[src/rtl/switch_reader_pkg.sv]
// rtl/switch_reader_pkg.sv - shared IO constants for the switch/key input port
// Status-word layout, switch width and default debounce settings.
package switch_reader_pkg;

   localparam int SW_WIDTH                = 16;
   localparam int KEY_FLAG_BIT            = 0;
   localparam int PRESS_CNT_LSB           = 8;
   localparam int PRESS_CNT_W             = 8;
   localparam int DEFAULT_DEBOUNCE_CYCLES = 1_000_000;
   localparam int DEFAULT_CNT_W           = 20;

   typedef logic [PRESS_CNT_W-1:0] press_cnt_t;
   typedef logic [SW_WIDTH-1:0]    sw_word_t;

   function automatic logic [31:0] status_word(input press_cnt_t cnt, input logic flag);
      logic [31:0] w;
      w                               = '0;
      w[PRESS_CNT_LSB +: PRESS_CNT_W] = cnt;
      w[KEY_FLAG_BIT]                 = flag;
      return w;
   endfunction

endpackage

[src/rtl/switch_reader_input_debounce.sv]
// rtl/switch_reader_input_debounce.sv - two-flop synchronizer plus word debouncer
// Debouncer present only when SWITCH_DEBOUNCE_EN is defined; otherwise stable = sync2.
module input_debounce #(
   parameter int WIDTH           = 1,
   parameter int DEBOUNCE_CYCLES = 1_000_000,
   parameter int CNT_W           = 20
) (
   input  logic             clk,
   input  logic             rst,
   input  logic [WIDTH-1:0] raw,
   output logic [WIDTH-1:0] stable
);

   logic [WIDTH-1:0] sync1_q, sync1_d;
   logic [WIDTH-1:0] sync2_q, sync2_d;

   always_comb begin
      sync1_d = raw;
      sync2_d = sync1_q;
   end

   always_ff @(posedge clk) begin
      if (rst) begin
         sync1_q <= '0;
         sync2_q <= '0;
      end else begin
         sync1_q <= sync1_d;
         sync2_q <= sync2_d;
      end
   end

`ifdef SWITCH_DEBOUNCE_EN
   localparam logic [CNT_W-1:0] CNT_MAX = CNT_W'(DEBOUNCE_CYCLES - 1);

   logic [WIDTH-1:0] cand_q, cand_d;
   logic [WIDTH-1:0] stable_q, stable_d;
   logic [CNT_W-1:0] cnt_q, cnt_d;

   // Whole word is one candidate: any bit change restarts the stability count.
   always_comb begin
      cand_d   = cand_q;
      cnt_d    = cnt_q;
      stable_d = stable_q;
      if (sync2_q != cand_q) begin
         cand_d = sync2_q;
         cnt_d  = '0;
      end else if (cnt_q == CNT_MAX) begin
         stable_d = cand_q;
      end else begin
         cnt_d = cnt_q + 1'b1;
      end
   end

   always_ff @(posedge clk) begin
      if (rst) begin
         cand_q   <= '0;
         cnt_q    <= '0;
         stable_q <= '0;
      end else begin
         cand_q   <= cand_d;
         cnt_q    <= cnt_d;
         stable_q <= stable_d;
      end
   end

   assign stable = stable_q;
`else
   // Counter parameters only matter to the debouncer; checked here so both builds elaborate alike.
   if (DEBOUNCE_CYCLES >= 1 && CNT_W >= 1) begin : g_pass
      assign stable = sync2_q;
   end else begin : g_pass_cfg
      assign stable = sync2_q;
   end
`endif

endmodule

[src/rtl/switch_reader.sv]
// rtl/switch_reader.sv - CPU-readable switch bank and confirm-key port
// Build macro SWITCH_DEBOUNCE_EN enables the input debouncers.
module switch_reader
   import switch_reader_pkg::*;
#(
   parameter int DEBOUNCE_CYCLES = DEFAULT_DEBOUNCE_CYCLES,
   parameter int CNT_W           = DEFAULT_CNT_W
) (
   input  logic                clk,
   input  logic                rst,
   input  logic                SwitchCtrl,
   input  logic                addr_sel,
   input  logic [SW_WIDTH-1:0] switch_raw,
   input  logic                key_raw,
   output logic [31:0]         read_data
);

   sw_word_t   switch_stable;
   logic       key_stable;
   logic       press;
   logic       key_d_q, key_d_d;
   logic       key_flag_q, key_flag_d;
   press_cnt_t press_cnt_q, press_cnt_d;

   input_debounce #(
      .WIDTH          (SW_WIDTH),
      .DEBOUNCE_CYCLES(DEBOUNCE_CYCLES),
      .CNT_W          (CNT_W)
   ) u_sw_deb (
      .clk   (clk),
      .rst   (rst),
      .raw   (switch_raw),
      .stable(switch_stable)
   );

   input_debounce #(
      .WIDTH          (1),
      .DEBOUNCE_CYCLES(DEBOUNCE_CYCLES),
      .CNT_W          (CNT_W)
   ) u_key_deb (
      .clk   (clk),
      .rst   (rst),
      .raw   (key_raw),
      .stable(key_stable)
   );

   assign press = key_stable & ~key_d_q;

   // Clear-on-read is applied first so a press on the same edge overrides it.
   always_comb begin
      key_d_d     = key_stable;
      key_flag_d  = key_flag_q;
      press_cnt_d = press_cnt_q;
      if (SwitchCtrl && addr_sel) begin
         key_flag_d = 1'b0;
      end
      if (press) begin
         key_flag_d  = 1'b1;
         press_cnt_d = press_cnt_q + 1'b1;
      end
   end

   always_ff @(posedge clk) begin
      if (rst) begin
         key_d_q     <= 1'b0;
         key_flag_q  <= 1'b0;
         press_cnt_q <= '0;
      end else begin
         key_d_q     <= key_d_d;
         key_flag_q  <= key_flag_d;
         press_cnt_q <= press_cnt_d;
      end
   end

   always_comb begin
      read_data = '0;
      if (!rst && SwitchCtrl) begin
         if (addr_sel) begin
            read_data = status_word(press_cnt_q, key_flag_q);
         end else begin
            read_data = {{(32-SW_WIDTH){1'b0}}, switch_stable};
         end
      end
   end

endmodule

[config.mk]
export PLATFORM = sky130hd
export DESIGN_NAME = switch_reader
export DESIGN_NICKNAME = d
export VERILOG_FILES = /design/src/rtl/switch_reader_pkg.sv /design/src/rtl/switch_reader_input_debounce.sv /design/src/rtl/switch_reader.sv
export SDC_FILE = /design/constraint.sdc
export NUM_CORES = 1
export LEC_CHECK = 0
export ABC_AREA = 1
export CAP_MARGIN = 20
export CORE_AREA = 2 2 65 67
export DETAILED_ROUTE_END_ITERATION = 12
export DIE_AREA = 0 0 67 69
export PLACE_DENSITY_LB_ADDON = 0.25
export SYNTH_ARGS = -nofsm -noshare
export SYNTH_HDL_FRONTEND = slang
export SYNTH_SLANG_ARGS = --single-unit
[constraint.sdc]
create_clock -name clk -period 1.4 [get_ports clk]
set_input_delay 0.28 -clock clk [delete_from_list [all_inputs] [get_ports clk]]
set_output_delay 0.28 -clock clk [all_outputs]
set_load 0.005 [all_outputs]
==> Word-level counts from Yosys, hierarchy flattened <==
Index checks and enable logic that the tools add are counted.
{ "classes": {"mux": 4, "n_bitwise": 2, "reduce_logical": 4, "n_addsub": 1} }
{ "ops": {"columns": ["op", "count"], "rows": [
  ["two-way mux 16 bit", 2],
  ["adder 8 x 1 -> 8 bit (second input constant)", 1],
  ["logical AND 1 bit", 2],
  ["two-way mux 1 bit", 2],
  ["nonzero test 2 bit", 1],
  ["AND 1 bit", 1],
  ["zero test 1 bit", 1],
  ["NOT 1 bit", 1]
]} }
{ "totals": {"out_inout_bits": 32, "elab_cells": 18, "input_bits": 21, "ff_bits": 44} }

==> Logic depth before layout (Yosys ltp) <==
{ "logic_depth": {"depth_word": 3, "depth_mapped": 6, "mapped_depth_nobuf": 6} }

==> Modules after synthesis <==
A second synthesis with hierarchy kept.
{ "hier_totals": {"cells_unflattened": 228, "area_unflattened_um2": 1735.4} }
{ "by_module_without_submodules": {"columns": ["module", "area_per_inst_um2", "cells_each", "n_inst"], "rows": [
  ["input_debounce at u_sw_deb", 914.6, 99, 1],
  ["switch_reader", 765.7, 123, 1],
  ["input_debounce at u_key_deb", 55.1, 6, 1]
]} }

==> Least setup slack after synthesis <==
OpenSTA, ideal clock, no wires.
{ "synth_path": {"path_kind": "in2out", "startpoint": "input port SwitchCtrl", "endpoint": "output port read_data[12]", "t_required_ns": 1.120, "stages": 5, "slack_ns": 0.361, "t_arrival_ns": 0.759, "cell_sequence": "inv_1 > nor2_2 > inv_2 > buf_6 > a21oi_1"} }
{ "synth_via": {"elab_chain_len": 2} }
{ "synth_lines": {"columns": ["item", "line_no", "text"], "rows": [
  ["start, declared", "switch_reader.sv:11", "input logic SwitchCtrl,"],
  ["logical AND 1 bit", "switch_reader.sv:77", "if (!rst && SwitchCtrl) begin"],
  ["two-way mux 16 bit", "switch_reader.sv:77", null],
  ["end, declared", "switch_reader.sv:15", "output logic [31:0] read_data"]
]} }
Every way passes these cells.

==> Worst setup path in the final report <==
{ "layout_path": {"startpoint": "input port rst", "endpoint": "output port read_data[10]"} }
{ "layout_via": {"elab_chain_len": 3} }
{ "layout_lines": {"columns": ["item", "line_no", "text"], "rows": [
  ["start, declared", "switch_reader.sv:10", "input logic rst,"],
  ["zero test 1 bit", "switch_reader.sv:77", null],
  ["logical AND 1 bit", "switch_reader.sv:77", null],
  ["two-way mux 16 bit", "switch_reader.sv:77", null]
]} }
Every way passes these cells.

==> results.ini <==
[clocking]
cts_tree=built
clk_latency_ps=300
cts_max_path_buffers=2
path_clk_slew_ps=90
cts_sinks=44
cts_root_buffer=clkbuf_8
cts_buffers=5
htree_levels=2
postCtsHoldBufs=0

[sta]
final_hold_viol_count=0
final.setup.tns_ps=0
period_minus_slack_ps=1360
holdWs_ps=400
rsz0062_at_grt=false
finClkSkew_ps=6.65
fmaxAchievable_mhz=738
finalSetupViolCount=0
report.final.slew_viol_count=0
fin_ws_ps=44.5
post-route-period-util=0.968

[synthesis]
synth_top_cells_by_count=nor2_1 (53), dfxtp_1 (44), inv_1 (41)
synth_top_area_cell=dfxtp_1
netlist_area_um2=1730
avgSynthCellArea_um2=7.56
synth_edf_count=0
synth_area_leaders=dfxtp_1 (51%), nor2_1 (11%), inv_1 (8.9%)
async_reset_ff_frac=0
yosys.cell_count.top_type=nor2_1
netlist_instances=229
ys_warn_count=0
synthDistinctLibCells=19
synth_ff_type=dfxtp_1
synthDominantCellAreaShare=0.509
synth_seq_cells=44
ys_seq_area_frac=0.509

[floorplan]
die_area_um2=4620
initial_utilization=0.442
core-area_um2=3910
die_x_um=67
rows=23
die_h_um=69
ioPinCount=53

[detailed_routing]
dr.pass1.iters=4
drc=0
drt-initial-drc-count=93
drt-vias-per-instance=4.04
dr_total_vias=1359
post_drt_wl_per_cell_um=9.18
wirelength_um=3080
ant_nets=0

[placement]
port_buffers=36
place_congestion=0.793
dpl-instance-area_um2=2120
hpwl_um=2030
place_ws_ps=-645

[global_routing]
grt_max_degree=38
gr-usage-met1=0.176
grt-ovfl-total=0
use_met3=0.0343
busiest_layer=met2
track_usage=0.152
grt_pass1_vias=1212
grt_pass1_wl_um=5360
use_met2=0.253
antenna_found_initial=0

[cells_and_area]
layout.nets=307
fin_area_um2=2340
syn_to_final_growth_pct=35.2
drive_above_1_share=0.227
diodes=0
fin_util=0.598

[pwr]
clkPwrFrac=0.387
p_leak_uw=0.00110
p_sw_uw=561
switching_share=0.223
pwr-share-comb=0.089
power_density_nw_per_um2=1070
intPower_uw=1950
ir_worst_vdd_uv=666
p_seq_frac=0.524

[setup_path]
cp_max_fo=3
required_ps=1120
ff2ff_path_depth=7
crit_arrival_ps=1080
cp-end-kind=output pin
worst-setup-path-type=input port to output pin
worst_setup_path_start_kind=input port

[min_path]
min_path_cells=2
hp-class=flip-flop to flip-flop

[run_status]
status=complete, no violations

[flow_run]
cap_violations=0

## registers in the layout, summed over array words and instances (netlist names)
signal / count
u_sw_deb.stable: 16
u_sw_deb.sync1_q: 16
press_cnt_q: 8
key_d_q: 1
key_flag_q: 1
u_key_deb.stable: 1
u_key_deb.sync1_q: 1
## worst paths after layout
kind                                       start                             to  slack (ps)
setup / recovery                             rst                  read_data[10]          40
hold / removal    u_sw_deb.sync1_q[1]$_SDFF_PP0_  u_sw_deb.stable[1]$_SDFF_PP0_         400
setup reg to reg     press_cnt_q[1]$_SDFFE_PP0P_    press_cnt_q[6]$_SDFFE_PP0P_         280
hold reg to reg   u_sw_deb.sync1_q[1]$_SDFF_PP0_  u_sw_deb.stable[1]$_SDFF_PP0_         400
## kinds of logic (layout without fill, tap and decap cells)
family | after synthesis | in the layout | share of synthesized area
compound gates | 20 | 20 | 0.0600
fa+ha+maj | 1 | 1 | 0.00722
buf+inv | 68 | 110 | 0.195
flops | 44 | 44 | 0.509
other cells | 1 | 16 | 0.00217
simple gates | 95 | 95 | 0.227
## metrics by stage
step                std cells  total power (µW)
floorplan                 244              1480
global placement          318              1540
detailed placement        318              1540
CTS                       337              2530
global route              336              2630
finish                    336              2510
## final cells by class
class                      instances  area [µm²]
multi-input combinational        132         611
tap                               50        62.6
fill                             380        1570
sequential                        44         890
timing repair inverter             2        13.8
clock buffer                       5        68.8
clock inverter                     3        46.3
timing repair buffer              55         470
inverter                          45         179
## cells in the final DEF, fill, tap and decap left out, types with 7 or more instances in the layout
master	instances
a21oi_1	8
a21oi_2	7
buf_4	17
clkdlybuf4s50_1	17
conb_1	16
dfxtp_1	37
dfxtp_2	7
inv_1	40
nand2_1	33
nor2_1	52
## routing by layer
layer | wire (µm) | vias to the layer above
met4 | 101 | 0
li1 | - | 742
met3 | 137 | 9
met1 | 1330 | 575
met2 | 1510 | 33
met5 | 0 | -
## critical path: stages
cell     delay, ps
buf_2          120
nor2_4         200
buf_6          130
o21ai_1         50
a21oi_1        150
buf_2          140
## power by group through the flow
stage                     Sequential, µW  Clock, µW  Combinational [µW]
after floorplan                     1340          0                 139
after global placement              1340          0                 191
after detailed placement            1350          0                 193
after CTS                           1320        993                 219
after global routing                1320       1050                 255
final                               1320        971                 224
## repair_timing
item | 4_1_cts | 5_1_grt
gates cloned | 2 | 0
pin swaps | 1 | 3
buffers inserted | 9 | 0
gates resized for setup | 57 | 15
endpoints found under the setup margin | 16 | 10
No activity file was read; power rests on OpenSTA's default activity.
